### src/rtl/rr_quantum_arbiter.sv
// Four-requester round-robin arbiter with registered one-hot grants.
// Define RRA_QUANTUM_PREEMPT_EN to enable quantum (time-slice) preemption of the holder.
module rr_quantum_arbiter #(
    parameter int unsigned QUANTUM = 10,
    parameter int unsigned CNT_W   = 8
) (
    input  logic clk,
    input  logic rst,
    input  logic req3,
    input  logic req2,
    input  logic req1,
    input  logic req0,
    output logic gnt3,
    output logic gnt2,
    output logic gnt1,
    output logic gnt0
);

    typedef enum logic [0:0] {StIdle, StBusy} state_e;

    state_e     state_q, state_d;
    logic [1:0] owner_q, owner_d;
    logic [1:0] ptr_q, ptr_d;
    logic [3:0] gnt_q, gnt_d;
    logic [3:0] req;
    logic [3:0] others;

    if (QUANTUM < 1 || QUANTUM > 255 || (2 ** CNT_W) <= QUANTUM) begin : g_bad_param
        $error("rr_quantum_arbiter: QUANTUM must be 1..255 and fit in CNT_W bits");
    end

    assign req    = {req3, req2, req1, req0};
    assign others = req & ~(4'b0001 << owner_q);

    // First requester found searching upward from base+1, wrapping back to base last.
    function automatic logic [1:0] next_idx(input logic [3:0] r, input logic [1:0] base);
        logic [1:0] idx;
        logic       found;
        next_idx = base;
        found    = 1'b0;
        for (int i = 1; i <= 4; i++) begin
            idx = base + 2'(i);
            if (!found && r[idx]) begin
                next_idx = idx;
                found    = 1'b1;
            end
        end
    endfunction

`ifdef RRA_QUANTUM_PREEMPT_EN
    logic [CNT_W-1:0] cnt_q, cnt_d;

    always_ff @(posedge clk or negedge rst) begin
        if (!rst) begin
            cnt_q <= '0;
        end else begin
            cnt_q <= cnt_d;
        end
    end
`endif

    always_comb begin
        state_d = state_q;
        owner_d = owner_q;
        ptr_d   = ptr_q;
`ifdef RRA_QUANTUM_PREEMPT_EN
        cnt_d   = cnt_q;
`endif
        unique case (state_q)
            StIdle: begin
                if (|req) begin
                    state_d = StBusy;
                    owner_d = next_idx(req, ptr_q);
`ifdef RRA_QUANTUM_PREEMPT_EN
                    cnt_d   = CNT_W'(1);
`endif
                end
            end
            StBusy: begin
                if (!req[owner_q]) begin
                    ptr_d = owner_q;
                    if (|others) begin
                        owner_d = next_idx(others, owner_q);
`ifdef RRA_QUANTUM_PREEMPT_EN
                        cnt_d   = CNT_W'(1);
`endif
                    end else begin
                        state_d = StIdle;
                    end
                end
`ifdef RRA_QUANTUM_PREEMPT_EN
                else if (cnt_q == CNT_W'(QUANTUM)) begin
                    // Expiry: hand off if anyone waits, otherwise start a fresh quantum.
                    cnt_d = CNT_W'(1);
                    if (|others) begin
                        ptr_d   = owner_q;
                        owner_d = next_idx(others, owner_q);
                    end
                end else begin
                    cnt_d = cnt_q + CNT_W'(1);
                end
`endif
            end
            default: state_d = StIdle;
        endcase
        gnt_d = (state_d == StBusy) ? (4'b0001 << owner_d) : 4'b0000;
    end

    always_ff @(posedge clk or negedge rst) begin
        if (!rst) begin
            state_q <= StIdle;
            owner_q <= 2'd0;
            ptr_q   <= 2'd3;
            gnt_q   <= 4'b0000;
        end else begin
            state_q <= state_d;
            owner_q <= owner_d;
            ptr_q   <= ptr_d;
            gnt_q   <= gnt_d;
        end
    end

    assign {gnt3, gnt2, gnt1, gnt0} = gnt_q;

endmodule

### config.mk
export PLATFORM = sky130hd
export DESIGN_NAME = rr_quantum_arbiter
export DESIGN_NICKNAME = d
export VERILOG_FILES = /design/src/rtl/rr_quantum_arbiter.sv
export SDC_FILE = /design/constraint.sdc
export NUM_CORES = 1
export LEC_CHECK = 0
export CORE_MARGIN = 3
export CORE_UTILIZATION = 53
export CTS_CLUSTER_SIZE = 8
export DETAILED_ROUTE_END_ITERATION = 6
export GPL_TIMING_DRIVEN = 1
export HOLD_SLACK_MARGIN = 0.06
export PLACE_DENSITY = 0.9
export RECOVER_POWER = 50
export REMOVE_ABC_BUFFERS = 1
export SYNTH_ARGS = -nofsm -noshare
export SYNTH_HDL_FRONTEND = slang
export SYNTH_SLANG_ARGS = --single-unit
### constraint.sdc
create_clock -name clk -period 3.8 [get_ports clk]
set_input_delay 0.76 -clock clk [delete_from_list [all_inputs] [get_ports clk]]
set_output_delay 0.76 -clock clk [all_outputs]
set_load 0.01 [all_outputs]
==> metrics.md, run 1 <==
| Metric | Value |
|---|---|
| Status | finished, final reports clean |
| Worst setup SP type | input port |
| Buf/Inv on CP | 1 |
| WP data arrival | about 2.8 ns |
| Largest net degree at the start of global routing | 16 |
| Seq/Total Area, Yosys | 31.2% |
| Clock Sinks | 9 |
| Die span in x | roughly 43 um |
| Num rows | 12 |
| Reg2reg start | owner_q[0] |
| GR Util met3 | between 5 and 6% |
| Endpoints failing setup | 0 |
| Clock H-tree levels | 1 |
| Nets@finish | 101 |
| Ports | 10 |
| Initial Util | 60.7% |
| Fin cells | 104 |
| IO Port Bufs | 9 |
| First-pass GRT wire length | between 2 and 3 mm |
| CP Cell Sequence | clkdlybuf4s50_1 -> and2b_1 -> mux2i_1 -> o311ai_1 -> o41ai_1 -> a311o_1 -> nor3_1 |
| #FFs+latches synth | 9 |
| Hold path start | ptr_q[0] |
| Busiest grt layer | met2 |
| Final Slew Violations | 0 |
| Pre-CTS setup slack | around 0.89 ns |
| Pre-Repair DR Iteration Count | 4 |
| Worst-path fanout max | 8 |
| FF-to-FF path depth | 8 |
| Dpl cells | 100 |
| Critical Path End Type | flip-flop |
| Gp weighted congestion | approximately 0.88 |
| Num CTS Buffers | 3 |
| WL/cell | between 10 and 15 um |
| PwrDens | 843 nW/um2 |
| Post-route ant nets | 0 |
| Total gr overflow | 0 |
| Reg2Reg Capture Point | gnt_q[2] |
| Final worst path period need | about 2.6 ns |
| DRT iter0 DRCs | 6 |
| VDD IR max | 0.443 mV |
| Hold Path Depth | 1 |
| Resized cells post-CTS | 0 |
| Fmax | between 300 and 400 MHz |
| Synth Cell Area | 729 um2 |
| Met1 usage | between 20% and 30% |
| Via count of the first global-routing pass | roughly 630 |
| Slowest-stage cell, CP | clkdlybuf4s50_1 |
| Worst hold-check path type | reg -> reg |
| Clock Skew | 0.000335 ns |
| Setup Total Neg Slack | 0 ns |
| R2r setup slk | between 1 and 1.5 ns |
| Post-Synthesis Cells | 80 |
| # hold bufs at CTS | 0 |
| TritonCTS clock tree | built |
| Chip Height | 43.1 um |
| Setup bufs post-CTS | 0 |
| DR DRC count | 0 |
| Grt met2 use | a little under a third |
| RSZ-0062 raised after global routing | no |
| Slew HR | approximately 64% |
| Most frequent cells in the layout | inv_1 (7), dfrtp_1 (7), nor2_1 (6), clkdlybuf4s50_1 (6), o21ai_0 (5) |
| Layout cell share with drive strength beyond 1 | 11.1% |
| Initial antenna violation count | 0 |
| Vias per cell | roughly 6.3 |
| Clk Tree Root Cell | clkbuf_4 |
| Top delay family on crit path | compound AO/OA/AOI/OAI gates |
| Final WS setup | between 1 and 1.5 ns |
| Critical path class | in -> reg |
| Lkg Pwr | 0.375 nW |
| Bufs on Longest Clock Path | 2 |
| Max_cap viols | 0 |
| Synth Warn # | 0 |
| Area of the multi-input gates | 453 um2 |
| Worst slew pin tran | 0.533 ns |
| Worst Hold End | ptr_q[0] |
| Full die area | between 1500 and 2000 um2 |
| P&R area growth vs syn | 15.3% |
| Register Area | roughly 230 um2 |
| Crit share post-route | between 60 and 70% |
| Post-synthesis average cell area | a little over 9 um2 |
| Yosys cell types | 35 |
| Fin. Hold Viols | 0 |
| Global Route Usage Sum | between 10% and 20% |
| Critical Path RT | ~4.0 ns |
| Vias | 651 |
| Drt total wl | 1.55 mm |
| Ant diodes | 0 |
| Clk_lat worst skew | roughly 0.25 ns |
| Slowest cell delay on critical path | 0.60 ns |
| # fillers | 93 |
| Post-DP HPWL | ~1.2 mm |
| Area of the core | between 1000 and 1500 um2 |
| Register clock-pin slew on the reported worst setup and hold paths | 0.05 ns |
==> per-stage QoR <==
step | hold WS (ns) | util (%) | power (W) | area, um2
2_1_floorplan | 0.464 | - | 0.000522 | 707
3_3_place_gp | 0.621 | 67.8 | 0.000624 | 815
3_5_place_dp | 0.656 | 67.8 | 0.000645 | 815
4_1_cts | 0.664 | 70.0 | 0.000716 | 841
5_1_grt | 0.670 | 70.0 | 0.000779 | 841
6_report | 0.656 | 70.0 | 0.000709 | 841
==> metal layers <==
metal	vias to the layer above	part of all wire, %
li1	320	-
met1	295	40
met2	32	50
met3	4	8.9
met4	0	1.6
met5	-	0
==> synthesized netlist by cell type, drive strengths merged <==
library cell  number  area, um2
o31ai              2       15.0
mux2i              4       40.0
and3b              1       8.76
inv                7       26.3
a211oi             3       22.5
dfstp              2       52.6
mux2               2       22.5
o211ai             1       12.5
nor4               2       12.5
a31oi              1       6.26
o21ai              5       25.0
and3               1       6.26
a32oi              1       16.3
o221ai             1       8.76
clkbuf             1       3.75
mux4               1       22.5
a2111oi            1       8.76
ha                 4       50.1
and2               1       6.26
a21oi              4       20.0
nor3b              1       7.51
nor2b              3       18.8
buf                2       18.8
a311o              1       10.0
nor3               4       20.0
o311ai             1       8.76
o41ai              1       8.76
dfrtp              7        175
nor2               6       22.5
and2b              2       15.0
a21o               1       7.51
a221oi             1       8.76
nand2              4       15.0
nand2b             1       6.26
==> kinds of logic (layout without fill, tap and decap cells) <==
family / Yosys count / count (layout) / synth area share (%)
buffers and inverters: 10 / 20 / 6.69
flip-flops: 9 / 9 / 31.2
AO/OA/AOI/OAI: 24 / 24 / 24.5
multiplexers: 7 / 7 / 11.7
adder cells (fa/ha/maj): 4 / 4 / 6.86
AND/OR/NAND/NOR: 26 / 26 / 19.0
==> cell type report <==
type / count / share of cell area (%)
Tap cell: 14 / 2.08
Sequential cell: 9 / 27.1
Clock buffer: 4 / 3.13
Inverter: 7 / 3.13
Multi-Input combinational cell: 61 / 53.9
Timing Repair Buffer: 9 / 10.7
==> registers in the layout, indices dropped and copies added, names as in the netlist <==
signal   count
gnt_q        4
owner_q      2
ptr_q        2
state_q      1
==> worst register-to-register path: stages (launching register included) <==
cell,delay [ns]
dfrtp_1,0.61
inv_1,0.22
ha_1,0.26
nor2b_1,0.33
nor2_1,0.09
a2111oi_0,0.40
o31ai_1,0.13
a32oi_2,0.30
and3_1,0.20
==> how the worst max path moves through the flow <==
stage	startpoint	to	slack [ns]	cells after the start
final	req3	gnt_q[1]	1.15	7
after global routing	owner_q[0]	gnt_q[2]	0.88	8
after CTS	req3	gnt_q[1]	1.16	7
after detailed placement	req3	gnt_q[1]	0.89	7
after global placement	req3	gnt_q[1]	0.95	7
after floorplan	owner_q[0]	gnt_q[3]	1.60	8
==> report_power, final <==
| group | switching, W | internal, W | leakage (nW) | total [W] |
|---|---|---|---|---|
| Sequential | 0.0000665 | 0.000150 | 0.105 | 0.000216 |
| Clock | 0.0000278 | 0.0000401 | 0.0150 | 0.0000679 |
| Combinational | 0.000217 | 0.000208 | 0.255 | 0.000425 |
Note: power is estimated with default switching activity, not from simulation.
==> inputs of run 2 (changes only) <==
--- a/config.mk
+++ b/config.mk
@@ -6,12 +6,12 @@
 export NUM_CORES = 1
 export LEC_CHECK = 0
 export CORE_MARGIN = 3
-export CORE_UTILIZATION = 53
+export CORE_UTILIZATION = 47
 export CTS_CLUSTER_SIZE = 8
 export DETAILED_ROUTE_END_ITERATION = 6
 export GPL_TIMING_DRIVEN = 1
 export HOLD_SLACK_MARGIN = 0.06
-export PLACE_DENSITY = 0.9
+export PLACE_DENSITY = 0.85
 export RECOVER_POWER = 50
 export REMOVE_ABC_BUFFERS = 1
 export SYNTH_ARGS = -nofsm -noshare
==> constraint.sdc (replaced) <==
create_clock -name clk -period 2.1 [get_ports clk]
set_input_delay 0.42 -clock clk [delete_from_list [all_inputs] [get_ports clk]]
set_output_delay 0.42 -clock clk [all_outputs]
set_load 0.01 [all_outputs]
==> run 2 against run 1 <==
The run now ends with setup timing left. Cell area grew 42%. Non-clock buffer count up 27. Die area is 11% higher. Via count rose by 41%. Register-to-register slack worse by 1.3 ns. Worst setup slack worse by 1.2 ns.
==> metrics.md, run 2 (same netlist as run 1, synthesis figures left out) <==
| Metric | Value |
|---|---|
| Area of the core | around 1400 um2 |
| Clk Tree Root Cell | clkbuf_4 |
| Largest Register | gnt_q |
| Clock Sinks | 9 |
| DR DRC count | 0 |
| Post-DP Area | approximately 970 um2 |
| Worst slew pin tran | slightly above 0.4 ns |
| Fin. Hold Viols | 0 |
| Crit share post-route | 105% |
| Fin area | around 1200 um2 |
| Clock Skew | 0.00940 ns |
| Gp weighted congestion | about 0.88 |
| PwrDens | 1690 nW/um2 |
| Vias | ~920 |
| Register Area | 230 um2 |
| Max_cap viols | 0 |
| Violated checks | setup timing |
| Drt total wl | around 3.0 mm |
| Total gr overflow | 0 |
| Biggest regs | gnt_q (4), owner_q (2), ptr_q (2) |
| Final WS setup | -0.0951 ns |
| Final worst path period need | 2.20 ns |
| Bufs on Longest Clock Path | 2 |
| RSZ-0062 raised after global routing | yes |
| P&R area growth vs syn | 64.2% |
| Status | complete, but fails checks |
| Num rows | 13 |
| Tot Pwr | 0.00202 W |
| Die span in x | approximately 45 um |
| Initial antenna violation count | 0 |
| Register clock-pin slew on the reported worst setup and hold paths | ~0.07 ns |
| TritonCTS clock tree | built |
| Clock H-tree levels | 1 |
| Critical Path RT | 2.32 ns |
| Worst setup SP type | flip-flop |
| First-pass GRT wire length | around 3.6 mm |
| Critical path class | reg -> reg |
| WP data arrival | between 2 and 2.5 ns |
| Ports | 10 |
| Ant diodes | 0 |
| Lkg Pwr | between 0.5 and 0.6 nW |
| Num CTS Buffers | 3 |
| Layout cell share with drive strength beyond 1 | a little over half |
| Nets@finish | 128 |
| Worst hold-check path type | in -> async |
| Largest net degree at the start of global routing | 10 |
| Final Slew Violations | 0 |
| Post-route ant nets | 0 |
| DRT iter0 DRCs | 67 |
| Global Route Usage Sum | between 20% and 30% |
| Pre-Repair DR Iteration Count | 6 |
| Vias per cell | between 6 and 7 |
| Slew HR | between 70% and 80% |
| Most frequent cells in the layout | buf_4 (25), clkdlybuf4s50_1 (8), nor2_1 (5), inv_1 (5), dfrtp_1 (5) |
| Worst-path fanout max | 5 |
| Max FFs per register | 4 |
| Critical Path End Type | flip-flop |
| Via count of the first global-routing pass | 816 |
| Clk_lat worst skew | between 0.2 and 0.3 ns |
| Initial Util | 52.8% |
| Endpoints failing setup | 4 |
| WL/cell | 22.6 um |
| Post-DP HPWL | 1.57 mm |
| VDD IR max | approximately 1.2 mV |
| # fillers | between 60 and 70 |
| Area of the multi-input gates | around 600 um2 |
| Full die area | 2060 um2 |
| Chip Height | roughly 45 um |
| IO Port Bufs | 9 |
| Final core utilization | between 80 and 90% |
| Commonest non-fill, non-tap cell in the layout | buf_4 |
| Fmax | roughly 460 MHz |
run 2: per-layer routing:
layer | GRT usage [%] | share of wire (%)
met1 | 27.9 | 37
met2 | 42.1 | 47
met3 | 6.72 | 10
met4 | 10.5 | 6.1
met5 | 0 | 0
run 2: worst paths after layout:
path,startpoint,slack [ns],endpoint,cells after the start
setup / recovery,owner_q[1],-0.1,gnt_q[2],8
hold reg to reg,ptr_q[0],0.63,ptr_q[0],1
min in group clk,ptr_q[0],0.63,ptr_q[0],1
max in group asynchronous,rst,1.30,ptr_q[1],1
setup reg to reg,owner_q[1],-0.1,gnt_q[2],8
hold / removal,rst,0.49,gnt_q[2],1
run 2: worst max-delay path, cell delays in order (launching register included):
cell and delay, ns:
dfrtp_2 0.46, inv_2 0.12, ha_1 0.23, nor2b_4 0.07
buf_4 0.15, a2111oi_4 0.38, o31ai_2 0.12, a32oi_2 0.37
and3_1 0.22
run 2: final cells by class:
| cell class | instances | share of cell area [%] |
|---|---|---|
| sequential | 9 | 19.2 |
| multi-input combinational | 61 | 49.7 |
| tap | 15 | 1.57 |
| timing repair buffer | 36 | 25.1 |
| clock buffer | 4 | 2.19 |
| inverter | 7 | 2.19 |
run 2: metrics by stage:
step / std cells / setup TNS (ns) / hold WS [ns] / setup WS [ns]
2_1_floorplan: 77 / -0.327 / 0.124 / -0.103
4_1_cts: 127 / 0 / 0.456 / 0.0141
5_1_grt: 132 / -0.762 / 0.509 / -0.200
3_3_place_gp: 121 / -1.79 / 0.620 / -0.378
6_report: 132 / -0.290 / 0.488 / -0.0951
3_5_place_dp: 121 / -1.97 / 0.623 / -0.386
run 2: repair_timing:
item | in CTS | in global routing
gates resized for setup | 14 | 23
buffers inserted | 2 | 6
pin swaps | 3 | 5
setup endpoints to repair | 6 | 7
hold buffers | 0 | 0
run 2: power breakdown:
group	total (W)	switching (W)	internal, W	leakage, nW
logic	0.00150	0.000754	0.000747	0.408
registers	0.000374	0.0000981	0.000276	0.103
clock network	0.000148	0.0000739	0.0000739	0.0150
total	0.00202	0.000926	0.00110	0.526
